## src/rtl/mem_ctrl_pkg.sv

```systemverilog
// mem_ctrl_pkg: FSM state encoding and request operation codes for mem_ctrl.
package mem_ctrl_pkg;
   typedef enum logic [2:0] {IDLE, WRITE, READ, RESP, TURN} state_t;
   localparam logic OP_READ  = 1'b0;
   localparam logic OP_WRITE = 1'b1;
endpackage

```

## src/rtl/mem_ctrl.sv

```systemverilog
// mem_ctrl: single-port memory controller with valid/ready request and read-response handshakes.
// Define MEM_CTRL_TURNAROUND_EN to insert one idle TURN cycle on a write that follows a read.
module mem_ctrl
   import mem_ctrl_pkg::*;
#(
   parameter int p_data_width    = 8,
   parameter int p_address_width = 20
) (
   input  logic                       i_w_clk,
   input  logic                       i_w_rst_n,
   input  logic                       i_w_req_valid,
   output logic                       o_w_req_ready,
   input  logic                       i_w_req_we,
   input  logic [p_address_width-1:0] i_w_req_addr,
   input  logic [p_data_width-1:0]    i_w_req_wdata,
   output logic                       o_w_rsp_valid,
   input  logic                       i_w_rsp_ready,
   output logic [p_data_width-1:0]    o_w_rsp_rdata,
   output logic                       o_w_wr_done,
   output logic [p_address_width-1:0] o_w_mem_address,
   output logic [p_data_width-1:0]    o_w_mem_din,
   output logic                       o_w_mem_we,
   output logic                       o_w_mem_oe,
   input  logic [p_data_width-1:0]    i_w_mem_dout
);
`ifdef MEM_CTRL_TURNAROUND_EN
   localparam bit TURN_EN = 1'b1;
`else
   localparam bit TURN_EN = 1'b0;
`endif
   state_t                     state_q, state_d;
   logic [p_address_width-1:0] addr_q, addr_d;
   logic [p_data_width-1:0]    din_q, din_d;
   logic [p_data_width-1:0]    rdata_q, rdata_d;
   logic                       done_q, done_d;
   logic                       last_rd_q, last_rd_d;

   always_ff @(posedge i_w_clk or negedge i_w_rst_n) begin
      if (!i_w_rst_n) begin
         state_q   <= IDLE;
         addr_q    <= '0;
         din_q     <= '0;
         rdata_q   <= '0;
         done_q    <= 1'b0;
         last_rd_q <= 1'b0;
      end else begin
         state_q   <= state_d;
         addr_q    <= addr_d;
         din_q     <= din_d;
         rdata_q   <= rdata_d;
         done_q    <= done_d;
         last_rd_q <= last_rd_d;
      end
   end

   always_comb begin
      state_d   = state_q;
      addr_d    = addr_q;
      din_d     = din_q;
      rdata_d   = rdata_q;
      done_d    = 1'b0;
      last_rd_d = last_rd_q;
      case (state_q)
         IDLE:
            if (i_w_req_valid) begin
               addr_d = i_w_req_addr;
               if (i_w_req_we == OP_WRITE) begin
                  din_d   = i_w_req_wdata;
                  state_d = (TURN_EN && last_rd_q) ? TURN : WRITE;
               end else begin
                  state_d = READ;
               end
            end
         TURN:  state_d = WRITE;
         WRITE: begin
            done_d    = 1'b1;
            last_rd_d = 1'b0;
            state_d   = IDLE;
         end
         READ: begin
            rdata_d   = i_w_mem_dout;
            last_rd_d = 1'b1;
            state_d   = RESP;
         end
         RESP:    state_d = i_w_rsp_ready ? IDLE : RESP;
         default: state_d = IDLE;
      endcase
   end

   // ready is gated by reset so it never reads 1 while reset is held
   assign o_w_req_ready   = (state_q == IDLE) && i_w_rst_n;
   assign o_w_rsp_valid   = (state_q == RESP);
   assign o_w_rsp_rdata   = rdata_q;
   assign o_w_wr_done     = done_q;
   assign o_w_mem_address = addr_q;
   assign o_w_mem_din     = din_q;
   assign o_w_mem_we      = (state_q == WRITE);
   assign o_w_mem_oe      = (state_q == READ);
endmodule

```

## config.mk

```make
export PLATFORM = sky130hd
export DESIGN_NAME = mem_ctrl
export DESIGN_NICKNAME = d
export VERILOG_FILES = /design/src/rtl/mem_ctrl_pkg.sv /design/src/rtl/mem_ctrl.sv
export SDC_FILE = /design/constraint.sdc
export NUM_CORES = 1
export LEC_CHECK = 0
export BUFFER_PORTS_ARGS = -buffer_cell sky130_fd_sc_hd__buf_2
export CORE_MARGIN = 2
export CORE_UTILIZATION = 39
export CTS_CLUSTER_SIZE = 14
export DETAILED_ROUTE_END_ITERATION = 12
export HOLD_SLACK_MARGIN = 0.15
export PLACE_DENSITY = 0.79
export SLEW_MARGIN = 25
export SYNTH_ARGS = -nofsm -noshare
export SYNTH_HDL_FRONTEND = slang
export SYNTH_SLANG_ARGS = --single-unit
export TNS_END_PERCENT = 50
```

## constraint.sdc

```tcl
create_clock -name i_w_clk -period 1.35 [get_ports i_w_clk]
set_input_delay 0.2025 -clock i_w_clk [delete_from_list [all_inputs] [get_ports i_w_clk]]
set_output_delay 0.2025 -clock i_w_clk [all_outputs]
set_load 0.02 [all_outputs]
```

==> impl_metrics.ini, run 1 <==
[status]
outcome = finished with violations
violations = negative setup slack

[timing]
worst_clock_skew_ns = 0.00617
finalHoldViolations = 0
fin_crit_sh_pct = 102
finalSetupViolCount = 30
grt_setup_unrepaired = yes
worst_slack_ns = -0.0285
maxSlewHeadroom_pct = 68.6
timing.fmax_mhz = 725
tightest_slew_ns = 0.471
timing.setup.tns_ns = -0.418
min_period_ns = 1.38
drv_slew = 0

[pwr]
power_density_nw_per_um2 = 2390
power_mw = 5.83
p_leak_nw = 1.21
vdd_drop_max_mv = 1.27

[route]
drc = 0
wl_per_cell_um = 14.0
drtAntennaViolNets = 0
first_iter_violations = 40
vias = 1157
first_pass_iters = 4
viasPerCell = 4.48
wl_um = 3600

[floorplan]
die_area_sq_um = 4400
rows = 22
start_util_pct = 41.1
die_y_um = 66.4
fp.coreArea_sq_um = 3690
top_level_ports = 82
die_w_um = 66.4

[cells_and_area]
layout.nets = 251
final_cells = 258
syn_to_final_growth_pct = 61.0
drive_gt1_share_pct = 66.2
fin_util_pct = 66.2
fillers = 275
antenna_cells = 0

[placement]
place_ws_ns = -0.0304
placedCellCount = 224
routabilityCongestion = 0.720
io_buffers = 81
dp.final_hpwl_um = 2380

[synthesis]
synth.area.top_cells = dfrtp_1 64%, mux2_2 21%, mux2_4 7.9%
syn-num-nets = 133
synth_area_sq_um = 1520
ys_warn_count = 0
avgSynthCellArea_sq_um = 16.5
ys_types = 13
synth.top_cell.area_share_pct = 64.4
synthCells = 92
ys_ff_latch = 39
yosysSeqAreaShare_pct = 64.4
synth_area_leader_cell = dfrtp_1

[cts]
cts_tree = done
cts_buffers = 5
clkTransAtPathRegs_ns = 0.07
cts-root-buf = clkbuf_8
htree_levels = 2
max-clock-path-buffers = 2
clk_latency_ns = 0.28
clock_sinks = 39

[worst_setup_path]
start_kind = flop
cp.arrival_ns = 1.54
cp-end-kind = flop
cpMaxStageDelayCell = dfrtp_1
crit_path_max_fanout = 20
cpPeakStageDelay_ns = 0.40
crit_buf_inv = 1
path_delay_family = flip-flops
critical_path_class = flop to flop
worstPathCellList = nor3b_2 > buf_6 > mux2_2
crit_required_ns = 1.51

[global_route]
grt_use_total_pct = 18.1
grt_pass1_wl_um = 5820
met3_usage_pct = 3.58
gr-usage-met2_pct = 33.1
grt_overflow_total = 0
grt-busiest-layer = met2
gr-usage-met1_pct = 19.9
grt_max_degree = 40
grt_pass1_vias = 1283
antenna_found_initial = 0

[min_path]
min_path_type = input port to flop

[run]
drv_cap = 0
## flip-flops by register name, summed over array words and instances (netlist names)
name / count
state_q: 2
o_w_rsp_rdata: 8
o_w_mem_din: 8
o_w_mem_address: 20
o_w_wr_done: 1
## cells in the mapped netlist
library cell	instances
and2_1	2
a21oi_1	2
o21ai_0	2
mux2_4	8
nor2b_1	1
nor3b_2	1
inv_1	2
buf_6	1
nor3b_1	1
mux2_2	28
buf_2	3
nand2b_1	2
dfrtp_1	39
## path summary, 6_finish.rpt
kind                            slack (ns)                         start                              end  depth (start not counted)
worst max-delay path                 -0.03        state_q[1]$_DFFE_PN0P_  o_w_mem_address[15]$_DFFE_PN0P_                          3
worst min-delay path                  0.16              i_w_req_wdata[2]       o_w_mem_din[2]$_DFFE_PN0P_                          2
worst max register to register       -0.03        state_q[1]$_DFFE_PN0P_  o_w_mem_address[15]$_DFFE_PN0P_                          3
worst min register to register        0.51  o_w_rsp_rdata[7]$_DFFE_PN0N_     o_w_rsp_rdata[7]$_DFFE_PN0N_                          1
max in group asynchronous             0.50                     i_w_rst_n  o_w_mem_address[15]$_DFFE_PN0P_                          3
min in group asynchronous             0.52                     i_w_rst_n   o_w_mem_address[3]$_DFFE_PN0P_                          3
## report_power, final
group | internal (mW) | switching [mW]
combinational | 1.45 | 1.53
sequential | 1.77 | 0.317
clock | 0.400 | 0.351
## metal layers
metal | share of wire [%] | wire [um]
met5 | 0 | 0
met4 | 1.6 | 57
met3 | 5.0 | 182
met2 | 56 | 2040
met1 | 37 | 1330
## cells in the final DEF (no fill, tap or decap)
cell | netlist | routed
buf_12 | 0 | 1
nor3b_2 | 1 | 2
clkbuf_8 | 0 | 6
mux2_4 | 8 | 9
buf_4 | 0 | 4
nand2b_4 | 0 | 1
buf_2 | 3 | 77
o21ai_0 | 2 | 2
clkinv_2 | 0 | 1
mux2_2 | 28 | 27
dlygate4sd3_1 | 0 | 26
dfrtp_1 | 39 | 39
and2_4 | 0 | 2
a21oi_1 | 2 | 2
inv_1 | 2 | 1
nand2b_1 | 2 | 1
inv_2 | 0 | 1
buf_6 | 1 | 7
nor2b_4 | 0 | 1
## timing repair
action | 4_1_cts | 5_1_grt
pin swaps | 0 | 1
endpoints found under the setup margin | 27 | 32
buffers inserted | 2 | 0
gates resized for setup | 18 | 1
hold endpoints to repair | 62 | 2
hold buffers | 24 | 2
## through the flow
step                      hold WS [ns]  instance area [sq um]
after global routing             0.151                   2440
after global placement           0.277                   2020
final                            0.164                   2440
after CTS                        0.150                   2420
after detailed placement         0.306                   2020
after floorplan                -0.0931                   1520
## kinds of logic (layout without fill, tap and decap cells)
group / count (synthesis) / after routing / share of synthesized area, %
muxes: 36 / 36 / 28.7
and+or+nand+nor: 7 / 7 / 3.38
AOI/OAI and AO/OA: 4 / 4 / 1.32
buffers and inverters: 6 / 124 / 2.23
DFF: 39 / 39 / 64.4
## area by class of cell
type | instances | area (sq um) | area share (%)
well taps | 48 | 60.1 | 2.46
flip-flops and latches | 39 | 976 | 40.0
repair buffers | 115 | 774 | 31.7
inverters | 2 | 7.51 | 0.308
multi-input cells | 47 | 536 | 21.9
clock buffers | 6 | 82.6 | 3.38
clock inverters | 1 | 5.00 | 0.205
No activity file was read; power rests on OpenSTA's default activity.
==> run 2: changes to the inputs <==
==> constraint.sdc (replaced) <==
create_clock -name i_w_clk -period 1.35 [get_ports i_w_clk]
set_input_delay 0.27 -clock i_w_clk [delete_from_list [all_inputs] [get_ports i_w_clk]]
set_output_delay 0.27 -clock i_w_clk [all_outputs]
set_load 0.02 [all_outputs]
==> run 2 against run 1 <==
The flow still finishes with violations (negative setup slack). Register-to-register slack hardly changed. Sequential share of layout area up 3.6 points. Total power grew 4.4%. Critical path type is now flop to primary output. Sequential cell count stayed put. First-iteration DRC count shrank 18%. Routed wire length fell by 13%. Cell area shrank 8.3%. Highest routed layer unchanged. Largest cell class unchanged.
==> impl_metrics.ini, run 2 (synthesis results as in run 1) <==
[cts]
clock_sinks = 39
cts_tree = done
clkTransAtPathRegs_ns = 0.07
cts-root-buf = clkbuf_8
htree_levels = 2
cts_buffers = 5
max-clock-path-buffers = 2
clk_latency_ns = 0.28

[cells_and_area]
drive_gt1_share_pct = 74.3
final_cell_mix = 77 x buf_2, 39 x dfrtp_1, 26 x mux2_2
largest_reg_flops = 20
mostFrequentLayoutCell = buf_2
syn_to_final_growth_pct = 47.7
antenna_cells = 0
final_cells = 235
fillers = 298
layout.nets = 227

[min_path]
hold_depth = 2
min_path_type = input port to flop
worstHoldStart = i_w_req_addr[0]

[floorplan]
die_w_um = 66.4
die_y_um = 66.4
start_util_pct = 41.1
die_area_sq_um = 4400
fp.coreArea_sq_um = 3690
rows = 22
top_level_ports = 82

[timing]
finalSetupViolCount = 24
finalHoldViolations = 0
fin_crit_sh_pct = 107
timing.fmax_mhz = 692
whs_ns = 0.216
min_period_ns = 1.45
maxSlewHeadroom_pct = 68.9
tightest_slew_ns = 0.467
drv_slew = 0
worst_slack_ns = -0.0951
worst_clock_skew_ns = 0.00424
grt_setup_unrepaired = yes

[status]
outcome = finished with violations
violations = negative setup slack

[worst_setup_path]
startpoint = state_q[0]$_DFFE_PN0P_
r2r-start = state_q[1]$_DFFE_PN0P_
r2r_end = o_w_mem_address[16]$_DFFE_PN0P_
reg2regPathDepth = 3
start_kind = flop
crit_required_ns = 1.08
r2r_slack_ns = -0.02
cp.arrival_ns = 1.18
cp-endpoint = o_w_req_ready
critical_path_class = flop to primary output
cp-end-kind = primary output
crit_path_max_fanout = 5

[route]
vias = 1068
first_pass_iters = 2
wl_um = 3140
drc = 0
viasPerCell = 4.54
first_iter_violations = 33
drtAntennaViolNets = 0
wl_per_cell_um = 13.3

[placement]
io_buffers = 81
dp.final_hpwl_um = 2430
placedCellCount = 224
place_ws_ns = -0.0292
routabilityCongestion = 0.722

[pwr]
vdd_drop_max_mv = 1.42
power_density_nw_per_um2 = 2720
p_leak_nw = 1.13

[global_route]
grt_pass1_wl_um = 5030
grt_pass1_vias = 1152
antenna_found_initial = 0
grt_overflow_total = 0
grt_max_degree = 40
grt_use_total_pct = 15.4

[run]
drv_cap = 0
-- run 2: through the flow --
step	TNS [ns]	area, sq um	power, mW	util (%)
5_1_grt	-1.87	2240	6.43	60.7
2_1_floorplan	0	1520	3.80	-
4_1_cts	-0.518	2210	6.08	60.0
6_report	-0.370	2240	6.08	60.7
3_3_place_gp	0	2020	4.67	54.8
3_5_place_dp	-0.344	2020	4.80	54.8
-- run 2: routing by layer --
layer  part of all wire (%)  vias to the layer above  GRT usage (%)  wire (um)
met1                     38                      512           16.0       1200
met3                    6.1                        5           4.60        191
li1                       -                      506              -          -
met4                    1.5                        0           6.12         46
met2                     54                       45           28.7       1700
met5                      0                        -              0          0
-- run 2: layout make-up --
cell class | count | area, sq um | area share, %
Clock buffer | 6 | 72.6 | 3.24
Clock inverter | 2 | 60.1 | 2.68
Inverter | 2 | 7.51 | 0.335
Multi-Input combinational cell | 47 | 532 | 23.7
Sequential cell | 39 | 976 | 43.6
Tap cell | 48 | 60.1 | 2.68
Timing Repair Buffer | 91 | 532 | 23.7
-- run 2: worst min-delay path by stage --
stage / endpoint / slack [ns]
floorplan: o_w_mem_address[0]$_DFFE_PN0P_ / -0.03
global placement: o_w_mem_address[8]$_DFFE_PN0P_ / 0.34
detailed placement: o_w_mem_address[12]$_DFFE_PN0P_ / 0.36
CTS: o_w_mem_address[0]$_DFFE_PN0P_ / 0.21
global route: o_w_mem_address[18]$_DFFE_PN0P_ / 0.21
finish: o_w_mem_address[0]$_DFFE_PN0P_ / 0.22
-- run 2: power by group --
group | internal (mW) | total (mW) | switching [mW]
registers | 1.77 | 2.08 | 0.309
clock network | 0.738 | 1.10 | 0.361
logic | 1.41 | 2.90 | 1.49
total | 3.92 | 6.08 | 2.16
-- run 2: worst max-delay path, cell delays in order, from the launching register on --
cell	delay (ns)
dfrtp_1	0.40
buf_6	0.14
nor3b_2	0.19
buf_4	0.17
-- run 2: timing repair --
| item | CTS | global route |
|---|---|---|
| hold endpoints to repair | 39 | 0 |
| pin swaps | 1 | 2 |
| hold buffers | 1 | 0 |
| buffers inserted | 1 | 1 |
| setup endpoints to repair | 25 | 32 |
| gates resized for setup | 13 | 5 |
